==> src/rtl/fetch_queue_pkg.sv <==
// rtl/fetch_queue_pkg.sv - shared constants and entry packing for the fetch queue
//   NOP_INSTR  : instruction presented downstream when the queue is empty
//   FQ_DEPTH   : default number of queue entries
//   FQ_ENTRY_W : width of one stored entry, packed as {instr, pc4}
package fetch_queue_pkg;

  localparam logic [31:0] NOP_INSTR  = 32'h0000_0000;
  localparam int          FQ_DEPTH   = 4;
  localparam int          FQ_ENTRY_W = 64;

  // Instruction occupies the upper half so a head entry splits as [63:32]/[31:0].
  function automatic logic [FQ_ENTRY_W-1:0] packEntry(input logic [31:0] instr,
                                                      input logic [31:0] pc4);
    return {instr, pc4};
  endfunction

endpackage

==> src/rtl/fetch_queue_mem.sv <==
// rtl/fetch_queue_mem.sv - DEPTH x FQ_ENTRY_W register array, sync write, async read
//   Clk    : rising-edge clock for the write port
//   wrEn   : write wrData at wrAddr on the next rising edge
//   wrAddr : write slot
//   wrData : packed {instr, pc4} entry
//   rdAddr : read slot
//   rdData : combinational contents of slot rdAddr
module fetch_queue_mem
  import fetch_queue_pkg::*;
#(
  parameter int DEPTH = FQ_DEPTH,
  parameter int PTR_W = 2
) (
  input  logic                  Clk,
  input  logic                  wrEn,
  input  logic [PTR_W-1:0]      wrAddr,
  input  logic [FQ_ENTRY_W-1:0] wrData,
  input  logic [PTR_W-1:0]      rdAddr,
  output logic [FQ_ENTRY_W-1:0] rdData
);

  // Contents are deliberately not reset; the occupancy count in the parent
  // decides whether a slot holds meaningful data.
  logic [FQ_ENTRY_W-1:0] storage [DEPTH];

  always_ff @(posedge Clk) begin
    if (wrEn) begin
      storage[wrAddr] <= wrData;
    end
  end

  assign rdData = storage[rdAddr];

endmodule

==> src/rtl/fetch_queue.sv <==
// rtl/fetch_queue.sv - first-word-fall-through instruction queue between fetch and IF/ID
//   Clk, reset          : rising-edge clock, asynchronous active-low reset
//   enq_valid/enq_ready : fetch handshake; enq_ready is !full
//   enq_instr/enq_pc4   : fetched instruction and its PC+4
//   deq_valid/deq_ready : IF/ID handshake; deq_ready comes from IF_ID_Write
//   deq_instr/deq_pc4   : head entry, forced to NOP/0 when empty
//   flush               : discard every entry (IF_Flush)
//   count, full, empty  : occupancy status
//   flush_events        : saturating count of flushes that discarded entries
module fetch_queue
  import fetch_queue_pkg::*;
#(
  parameter int DEPTH = FQ_DEPTH,
  parameter int PTR_W = 2,
  parameter int CNT_W = 16
) (
  input  logic             Clk,
  input  logic             reset,
  input  logic             enq_valid,
  output logic             enq_ready,
  input  logic [31:0]      enq_instr,
  input  logic [31:0]      enq_pc4,
  input  logic             deq_ready,
  output logic             deq_valid,
  output logic [31:0]      deq_instr,
  output logic [31:0]      deq_pc4,
  input  logic             flush,
  output logic [PTR_W:0]   count,
  output logic             full,
  output logic             empty,
  output logic [CNT_W-1:0] flush_events
);

  localparam logic [PTR_W:0] FULL_COUNT = (PTR_W + 1)'(DEPTH);

  logic [PTR_W-1:0]      wrPtr;
  logic [PTR_W-1:0]      rdPtr;
  logic                  pushEn;
  logic                  popEn;
  logic [FQ_ENTRY_W-1:0] headEntry;

  assign full      = (count == FULL_COUNT);
  assign empty     = (count == '0);
  assign enq_ready = !full;
  assign deq_valid = !empty;

  // Flush wins over both handshakes. Full blocks enqueue even when the head
  // is leaving this cycle, keeping enq_ready independent of deq_ready.
  assign pushEn = enq_valid && enq_ready && !flush;
  assign popEn  = deq_valid && deq_ready && !flush;

  fetch_queue_mem #(
    .DEPTH(DEPTH),
    .PTR_W(PTR_W)
  ) uMem (
    .Clk   (Clk),
    .wrEn  (pushEn),
    .wrAddr(wrPtr),
    .wrData(packEntry(enq_instr, enq_pc4)),
    .rdAddr(rdPtr),
    .rdData(headEntry)
  );

  assign deq_instr = empty ? NOP_INSTR : headEntry[63:32];
  assign deq_pc4   = empty ? 32'h0     : headEntry[31:0];

  // Pointers wrap naturally because DEPTH is a power of two.
  always_ff @(posedge Clk or negedge reset) begin
    if (!reset) begin
      wrPtr <= '0;
      rdPtr <= '0;
      count <= '0;
    end else if (flush) begin
      wrPtr <= '0;
      rdPtr <= '0;
      count <= '0;
    end else begin
      if (pushEn) wrPtr <= wrPtr + 1'b1;
      if (popEn)  rdPtr <= rdPtr + 1'b1;
      case ({pushEn, popEn})
        2'b10:   count <= count + 1'b1;
        2'b01:   count <= count - 1'b1;
        default: count <= count;
      endcase
    end
  end

  // Only flushes that actually threw work away are counted.
  always_ff @(posedge Clk or negedge reset) begin
    if (!reset) begin
      flush_events <= '0;
    end else if (flush && !empty && (flush_events != '1)) begin
      flush_events <= flush_events + 1'b1;
    end
  end

endmodule

==> config.mk <==
export PLATFORM = sky130hd
export DESIGN_NAME = fetch_queue
export DESIGN_NICKNAME = d
export VERILOG_FILES = /design/src/rtl/fetch_queue_pkg.sv /design/src/rtl/fetch_queue_mem.sv /design/src/rtl/fetch_queue.sv
export SDC_FILE = /design/constraint.sdc
export NUM_CORES = 1
export LEC_CHECK = 0
export ABC_CLOCK_PERIOD_IN_PS = 3730
export CAP_MARGIN = 20
export CELL_PAD_IN_SITES_DETAIL_PLACEMENT = 0
export CELL_PAD_IN_SITES_GLOBAL_PLACEMENT = 1
export CORE_ASPECT_RATIO = 0.6
export CORE_MARGIN = 1
export CORE_UTILIZATION = 31
export DETAILED_ROUTE_END_ITERATION = 10
export GPL_TIMING_DRIVEN = 0
export PLACE_DENSITY = 0.53
export SYNTH_ARGS = -nofsm -noshare
export SYNTH_HDL_FRONTEND = slang
export SYNTH_SLANG_ARGS = --single-unit
==> constraint.sdc <==
create_clock -name Clk -period 3.73 [get_ports Clk]
set_clock_uncertainty 0.2 [all_clocks]
set_input_delay 0.373 -clock Clk [delete_from_list [all_inputs] [get_ports Clk]]
set_output_delay 0.373 -clock Clk [all_outputs]
set_load 0.01 [all_outputs]
== Word-level counts from Yosys, hierarchy flattened ==
Memories as Yosys holds them, arrays and structs flattened.
Cells that the tools add are included.

* Add/subtract/negate cells: 5
* Equal/unequal tests: 4
* Muxes and demuxes: 10
* Reduce and logical (&&, ||, !) cells: 13

{| class="wikitable"
|+ Operator list
! cell !! number
|-
| 32-bit 2-to-1 mux || 2
|-
| 16-bit by 1-bit adder with 16-bit output (second input constant) || 1
|-
| 16-bit != test (second input constant) || 1
|-
| 2-bit 2-to-1 mux || 4
|-
| 1-bit logical AND || 6
|-
| 3-bit case mux with 2 select lines || 1
|-
| 2-bit by 1-bit adder with 2-bit output (second input constant) || 2
|-
| 2-bit nonzero test || 2
|-
| 3-bit by 1-bit adder with 3-bit output (second input constant) || 1
|-
| 3-bit equality test (second input constant) || 1
|-
| 1-bit zero test || 3
|-
| 3-bit zero test || 1
|-
| 3-bit 2-to-1 mux || 1
|-
| 3-bit nonzero test || 1
|-
| 3-bit by 1-bit subtractor with 3-bit output (second input constant) || 1
|-
| 2-bit by 1-bit equality test with 1-bit output (second input constant) || 1
|-
| 2-bit equality test (second input constant) || 1
|-
| 1-bit 2-to-1 mux || 2
|}

* Register bits after elaboration: 23
* Memory bits (writable): 256
* Memories kept: 1

{| class="wikitable"
|+ Memories
! name !! words !! bits a word !! read ports !! clocked after memory_dff !! wr ports !! line !! RTL
|-
| uMem.storage || 4 || 64 || 1 || 0 || 1 || fetch_queue_mem.sv:24 || <nowiki>logic [FQ_ENTRY_W-1:0] storage [DEPTH];</nowiki>
|}

== Depth between registers and ports, before layout ==
Gate-level depths: netlist of run 1.

* Word-level depth: 7
* Depth in mapped cells: 10
* Gate-level depth less buffers: 8

== Cells and area by module ==
From an unflattened synthesis of run 1, not the netlist that was laid out.

* Cells, all modules: 524
* Area total of the unflattened synthesis: 10978.0 µm²

{| class="wikitable"
|+ By module, submodules not included
! module !! times used !! cells an instance !! area an instance (µm²)
|-
| fetch_queue_mem || 1 || 338 || 9341.5
|-
| fetch_queue || 1 || 186 || 1636.6
|}

== Worst setup path after synthesis of run 1 ==
No wires, ideal clock.

* Path kind: register to register
* Start point: register count[2]
* End point: memory uMem.storage[0][0], enable pin
* Library setup time: 429 ps
* Data arrival time: 2664 ps
* Slack: 437 ps
* Stages on the path, launching flop included: 7
* Period minus slack after synthesis: 3293 ps
* Cell sequence: dfrtp_1 > buf_2 > or3b_1 > buf_2 > nand2_2 > nor2_1 > and2_1

* Cells in the longest elaborated chain, start to end: 6

{| class="wikitable"
|+ Ends and longest elaborated chain
! item !! line !! RTL
|-
| start: declaration || fetch_queue.sv:28 || <nowiki>output logic [PTR_W:0] count,</nowiki>
|-
| start signal: assignment || fetch_queue.sv:81 || <nowiki>2'b10: count <= count + 1'b1;</nowiki>
|-
| start signal: assignment || fetch_queue.sv:82 || <nowiki>2'b01: count <= count - 1'b1;</nowiki>
|-
| start signal: assignment || fetch_queue.sv:83 || <nowiki>default: count <= count;</nowiki>
|-
| 3-bit equality test || fetch_queue.sv:42 || <nowiki>assign full = (count == FULL_COUNT);</nowiki>
|-
| 1-bit zero test || fetch_queue.sv:44 || <nowiki>assign enq_ready = !full;</nowiki>
|-
| via enq_ready || fetch_queue.sv:20 || <nowiki>output logic enq_ready,</nowiki>
|-
| 1-bit logical AND (2 in a row) || fetch_queue.sv:49 || <nowiki>assign pushEn = enq_valid && enq_ready && !flush;</nowiki>
|-
| 1-bit 2-to-1 mux || fetch_queue_mem.sv:27 || <nowiki>if (wrEn) begin</nowiki>
|-
| 1-bit 2-to-1 mux (not written as such) || fetch_queue_mem.sv:28 || <nowiki>storage[wrAddr] <= wrData;</nowiki>
|-
| end: declaration || fetch_queue_mem.sv:24 ||
|}

The timed path passes the listed nets, and every way through them passes these cells.

== Worst setup path in the final report of run 1 ==
* Start point: register count[1]
* End point: output deq_pc4[10]

* Cells in the longest elaborated chain, start to end: 2

{| class="wikitable"
|+ Ends and longest elaborated chain
! item !! line !! RTL
|-
| 3-bit zero test || fetch_queue.sv:43 || <nowiki>assign empty = (count == '0);</nowiki>
|-
| 32-bit 2-to-1 mux || fetch_queue.sv:65 || <nowiki>assign deq_pc4 = empty ? 32'h0 : headEntry[31:0];</nowiki>
|-
| end: declaration || fetch_queue.sv:26 || <nowiki>output logic [31:0] deq_pc4,</nowiki>
|}

No other way between the ends.

==> results of run 1 <==
## path summary, 6_finish.rpt
| check | to | from | depth (start not counted) |
|---|---|---|---|
| max | deq_pc4[10] | count[1]$_DFFE_PN0P_ | 6 |
| min reg2reg | flush_events[3]$_DFFE_PN0P_ | flush_events[3]$_DFFE_PN0P_ | 1 |
| min in group asynchronous | flush_events[9]$_DFFE_PN0P_ | reset | 2 |
| max reg2reg | uMem.storage[1][18]$_DFFE_PP_ | count[1]$_DFFE_PN0P_ | 7 |
| min | uMem.storage[3][33]$_DFFE_PP_ | enq_instr[1] | 1 |
| max in group asynchronous | flush_events[14]$_DFFE_PN0P_ | reset | 3 |
## through the flow
step	hold slack, ns	power (mW)	area, um^2	cells	util (%)
2_1_floorplan	-0.123	5.25	10900	535	-
3_3_place_gp	0.300	6.72	13100	1148	38.2
6_report	0.258	9.48	14200	1206	41.5
3_5_place_dp	0.318	6.75	13200	1153	38.6
4_1_cts	0.221	9.66	14200	1205	41.4
5_1_grt	0.239	9.96	14200	1205	41.5
## layout make-up
type / count / area, um^2 / area share, %
clock inverter: 16 / 204 / 1.44
sequential: 279 / 8260 / 58.2
timing repair buffer: 161 / 1700 / 12.0
antenna: 1 / 2.50 / 0.0176
multi-input combinational: 226 / 2570 / 18.1
clock buffer: 34 / 743 / 5.23
tap: 459 / 574 / 4.04
inverter: 5 / 18.8 / 0.132
buffer: 25 / 124 / 0.872
## metal layers
metal	GRT usage [%]	up-vias	part of all wire [%]
li1	-	2521	-
met1	18.2	2917	45
met2	21.9	124	47
met3	3.29	36	5.0
met4	3.62	0	2.3
met5	0	-	0
## sequential cells by signal, summed over array words and instances (netlist names)
signal / flops
count: 3
uMem.storage: 256
wrPtr: 2
rdPtr: 2
flush_events: 16
## power groups by stage
stage | registers (mW) | clock network [mW] | logic [mW]
2_1_floorplan | 3.77 | 0 | 1.48
5_1_grt | 3.73 | 3.07 | 3.16
4_1_cts | 3.72 | 2.96 | 2.99
6_report | 3.71 | 2.86 | 2.90
3_5_place_dp | 3.78 | 0 | 2.97
3_3_place_gp | 3.79 | 0 | 2.94
## cells by family (layout without fill, tap and decap cells)
logic type	after synthesis	count (layout)
flops	279	279
simple gates	125	125
mux	66	66
buf+inv	30	241
xor+xnor	18	18
compound gates	11	11
fa+ha+maj	6	6
other cells	0	1
## worst register-to-register path: stages, from the launching register on
cell and delay (ns):
dfrtp_1 0.41, buf_2 0.21, or3b_1 0.12, buf_2 0.18, nand2_2 0.11, nor2_1 0.25, and2_4 0.51, buf_16 0.30
## cell usage in the layout (no fill, tap or decap), types with 5 or more instances in the layout
cell | netlist | final
and2_1 | 69 | 65
buf_16 | 0 | 5
buf_2 | 11 | 7
clkbuf_1 | 11 | 9
clkbuf_16 | 0 | 28
clkbuf_2 | 0 | 5
clkdlybuf4s50_1 | 0 | 154
clkinv_2 | 0 | 7
dfrtp_1 | 23 | 23
edfxtp_1 | 256 | 256
ha_1 | 5 | 5
inv_1 | 5 | 5
mux4_2 | 64 | 64
nand2_1 | 7 | 7
nand3_1 | 9 | 9
nand4_1 | 6 | 6
nor2_1 | 11 | 11
xnor2_1 | 6 | 6
xor2_1 | 11 | 11
## what timing repair did
action	4_1_cts	5_1_grt
endpoints found under the hold margin	13	0
gates resized for setup	3	9
endpoints found under the setup margin	51	20
hold buffers	2	0
==> impl_metrics.ini, run 1 <==
[run_status]
status = finished clean

[clock_network]
htreeDepth = 1
path_clk_slew_ns = 0.06
cts_setup_buffers = 0
cts.sinks = 279
clockBufferDepth = 3
clk_latency_ns = 0.55
cts_tree = built
root_buffer = clkbuf_16
cts_made_buffers = 28

[floorplanning]
dieArea_um2 = 36100
rows = 52
fp.dieH_um = 148
core_area_um2 = 34200
io_pins = 156
start_util_pct = 32.0
die_x_um = 245

[place]
gp_congestion = 0.779
port_buffers = 154
hpwlAfterDp_mm = 15.0
dp_slack_ns = 0.347

[synthesis]
synth_area_leaders = edfxtp_1, mux4_2, dfrtp_1
synth-edff-count = 256
synth_compound_area_share_pct = 0.743
synth_area_per_cell_um2 = 20.5
synth_seq_area_share_pct = 75.5
synth_top_flop_cell = edfxtp_1
yosys_warnings = 0
synth-seq-cells = 279
yosysTopAreaCellShare_pct = 70.2
synthAdderAreaFrac_pct = 0.754
syn-num-nets = 610
synthMostInstantiatedCell = edfxtp_1
synthXorXnorAreaFrac_pct = 1.57
async_reset_ff_share_pct = 8.24
synth_simple_gate_area_share_pct = 6.95
yosys.area.top_type = edfxtp_1
synthTopCellsByCount = edfxtp_1, and2_1, mux4_2, dfrtp_1
synth_top_family_by_area = multiplexers
yosysUniqueCellTypes = 41
synth_mux_area_share_pct = 13.4
syn_area_um2 = 10900
synth_cells = 535

[critical_path]
cp-end-kind = output pin
worstPathCellList = buf_2, or3_1, clkbuf_2, buf_1, and2_1, clkdlybuf4s50_1
path_max_fanout = 10
crit_buf_inv = 4
path_delay_family = buffers and inverters
slowest_stage = clkdlybuf4s50_1
critical_path_class = flop to output pin
cp-start-kind = flop
rrSetupSlack_ns = 1.07
required_ns = 3.16
critPathMaxStageDelay_ns = 0.54
arrival_ns = 2.90

[route]
first_iter_violations = 268
drc = 0
ant_nets = 0
viasPerCell = 4.64
detail_route.wl_per_cell_um = 19.9
drt-total-wl_mm = 24.0
dr_total_vias = 5598
drt-pass1-iter-count = 4

[finish]
drive_gt1_share_pct = 19.3
syn_to_final_growth_pct = 29.7
fillerInstances = 3085
nNetsFinal = 801

[timing]
fin_crit_sh_pct = 93.2
report.final.hold_viol_count = 0
fmax_mhz = 288
final_max_slew_viol_count = 0
rsz0062_at_grt = no
relSlewSlack_pct = 52.7
period_needed_ns = 3.48
fin_tns_setup_ns = 0
fin_ws_ns = 0.254
setup_viol = 0
tightest_slew_ns = 0.709

[pwr]
p_leak_nw = 4.66
irDropWorstVdd_uv = 357
clockPowerShare_pct = 30.2
power_switching_mw = 2.58
p_comb_share_pct = 30.6
p_sw_share_pct = 27.3
p_int_mw = 6.89
powerDensity_nw_per_um2 = 667
pwr-share-seq_pct = 39.2

[min_path]
min_path_type = input port to flop

[global_route]
grt_pass1_wl_mm = 36.5
grt_usage_pct = 13.5
grt_overflow = 0
grt_pass1_vias = 6064
grt_max_degree = 40
antenna_found_initial = 1

[flow_run]
maxCapViolations = 0
(Power assumes the default switching activity.)
==> inputs of run 2 (changes only) <==
--- a/config.mk
+++ b/config.mk
@@ -15,6 +15,7 @@
 export DETAILED_ROUTE_END_ITERATION = 10
 export GPL_TIMING_DRIVEN = 0
 export PLACE_DENSITY = 0.53
+export SKIP_CTS_REPAIR_TIMING = 1
 export SYNTH_ARGS = -nofsm -noshare
 export SYNTH_HDL_FRONTEND = slang
 export SYNTH_SLANG_ARGS = --single-unit
==> run 2 against run 1 <==
Effect of this change:
- combinational power about the same
- sequential share of layout area about the same
- global-route usage about the same
- final cell count unchanged
- via count about the same
- design area about the same
- register-to-register slack about the same
- sequential cell count unchanged
- largest power group unchanged
- first-iteration DRC count decreased by 7.1%
==> impl_metrics.ini, run 2 (synthesis gave the netlist of run 1 again) <==
[run_status]
status = finished clean

[pwr]
pwr-share-seq_pct = 39.2
p_leak_nw = 4.67
p_int_mw = 6.89
power_switching_mw = 2.59
irDropWorstVdd_uv = 355
p_sw_share_pct = 27.3
p_comb_share_pct = 30.6
clockPowerShare_pct = 30.2
powerDensity_nw_per_um2 = 668

[route]
drt-total-wl_mm = 24.0
dr_total_vias = 5596
ant_nets = 0
detail_route.wl_per_cell_um = 19.9
drt-pass1-iter-count = 4
viasPerCell = 4.64
first_iter_violations = 249
drc = 0

[global_route]
grt_overflow = 0
grt_pass1_vias = 6059
antenna_found_initial = 1
grt_pass1_wl_mm = 36.5
grt_max_degree = 40
grt_usage_pct = 13.5

[floorplanning]
core_area_um2 = 34200
start_util_pct = 32.0
io_pins = 156
fp.dieH_um = 148
rows = 52
die_x_um = 245
dieArea_um2 = 36100

[clock_network]
htreeDepth = 1
root_buffer = clkbuf_16
clk_latency_ns = 0.55
clockBufferDepth = 3
cts.sinks = 279
cts_made_buffers = 28
cts_tree = built
path_clk_slew_ns = 0.06

[flow_run]
maxCapViolations = 0

[finish]
top_register = uMem.storage
final_common_cell = edfxtp_1
largest_register_ffs = 256
syn_to_final_growth_pct = 29.7
layout_common_cells = edfxtp_1, clkdlybuf4s50_1, and2_1
nNetsFinal = 801
final_cells = 1206
drive_gt1_share_pct = 19.4
largestRegisters = uMem.storage (256), flush_events (16), count (3)

[critical_path]
rrSetupSlack_ns = 1.07
r2r-start = count[1]$_DFFE_PN0P_
required_ns = 3.16
worstPathCellList = buf_2, or3_1, clkbuf_2, buf_1, and2_1, clkdlybuf4s50_1
cp-end-kind = output pin
r2r_end = uMem.storage[1][18]$_DFFE_PP_
path_max_fanout = 10
slowest_stage = clkdlybuf4s50_1
critical_path_class = flop to output pin
crit_buf_inv = 4
reg2reg_depth = 7
arrival_ns = 2.89
critPathMaxStageDelay_ns = 0.48
path_delay_family = buffers and inverters
cp-start-kind = flop

[timing]
relSlewSlack_pct = 52.5
fin_crit_sh_pct = 92.9
report.final.hold_viol_count = 0
period_needed_ns = 3.46
fin_tns_setup_ns = 0
holdWs_ns = 0.254
setup_viol = 0
rsz0062_at_grt = no
final_max_slew_viol_count = 0
fmax_mhz = 289
tightest_slew_ns = 0.712

[min_path]
holdPathStages = 1
holdPathEnd = uMem.storage[2][24]$_DFFE_PP_
min_path_type = input port to flop
min_from = enq_pc4[24]

[place]
hpwlAfterDp_mm = 15.0
dp.cells = 1153
gp_congestion = 0.779
port_buffers = 154
## run 2: changes by cell type in the layout (fill, tap and decap cells not counted), sizes merged
cell	previous run	this run
buf	16	15
clkbuf	48	49
## run 2: layout make-up
| type | count | area [um^2] |
|---|---|---|
| Buffer | 25 | 125 |
| Antenna cell | 1 | 2.50 |
| Clock inverter | 16 | 204 |
| Multi-Input combinational cell | 226 | 2570 |
| Fill cell | 3084 | 20000 |
| Timing Repair Buffer | 161 | 1700 |
| Sequential cell | 279 | 8260 |
| Inverter | 5 | 18.8 |
| Clock buffer | 34 | 743 |
| Tap cell | 459 | 574 |
## run 2: worst max path at each step
stage	from	end	depth (start not counted)
6_report	count[1]$_DFFE_PN0P_	deq_pc4[10]	6
4_1_cts	rdPtr[1]$_DFFE_PN0P_	deq_pc4[16]	5
5_1_grt	count[1]$_DFFE_PN0P_	deq_pc4[10]	6
3_5_place_dp	rdPtr[1]$_DFFE_PN0P_	deq_pc4[21]	5
2_1_floorplan	count[2]$_DFFE_PN0P_	uMem.storage[0][0]$_DFFE_PP_	6
3_3_place_gp	enq_valid	uMem.storage[2][25]$_DFFE_PP_	4
## run 2: routing by layer
metal  global-route usage [%]  part of all wire (%)  vias to the layer above
li1                         -                     -                     2523
met1                     18.1                    46                     2929
met2                     22.0                    48                      111
met3                     3.27                   4.6                       33
met4                     3.47                   2.2                        0
met5                        0                     0                        -
## run 2: through the flow
step | total power [mW] | utilization (%) | setup WS, ns | area, um^2
after floorplan | 5.25 | - | 0.437 | 10900
after global placement | 6.72 | 38.2 | -1.29 | 13100
after detailed placement | 6.75 | 38.6 | 0.347 | 13200
after CTS | 9.66 | 41.4 | -0.282 | 14200
after global routing | 9.96 | 41.5 | 0.00411 | 14200
final | 9.48 | 41.5 | 0.265 | 14200
## run 2: worst reg2reg max path: cells and delay by family, from the launching register on
family	cells	cell delay [ns]
buffers and inverters	3	0.69
and+or+nand+nor	4	0.99
DFF	1	0.41
## run 2: power by group through the flow
stage          registers, mW  clock network [mW]  logic, mW
2_1_floorplan           3.77                   0       1.48
3_5_place_dp            3.78                   0       2.97
4_1_cts                 3.72                2.96       2.99
6_report                3.71                2.87       2.90
3_3_place_gp            3.79                   0       2.94
5_1_grt                 3.73                3.07       3.16
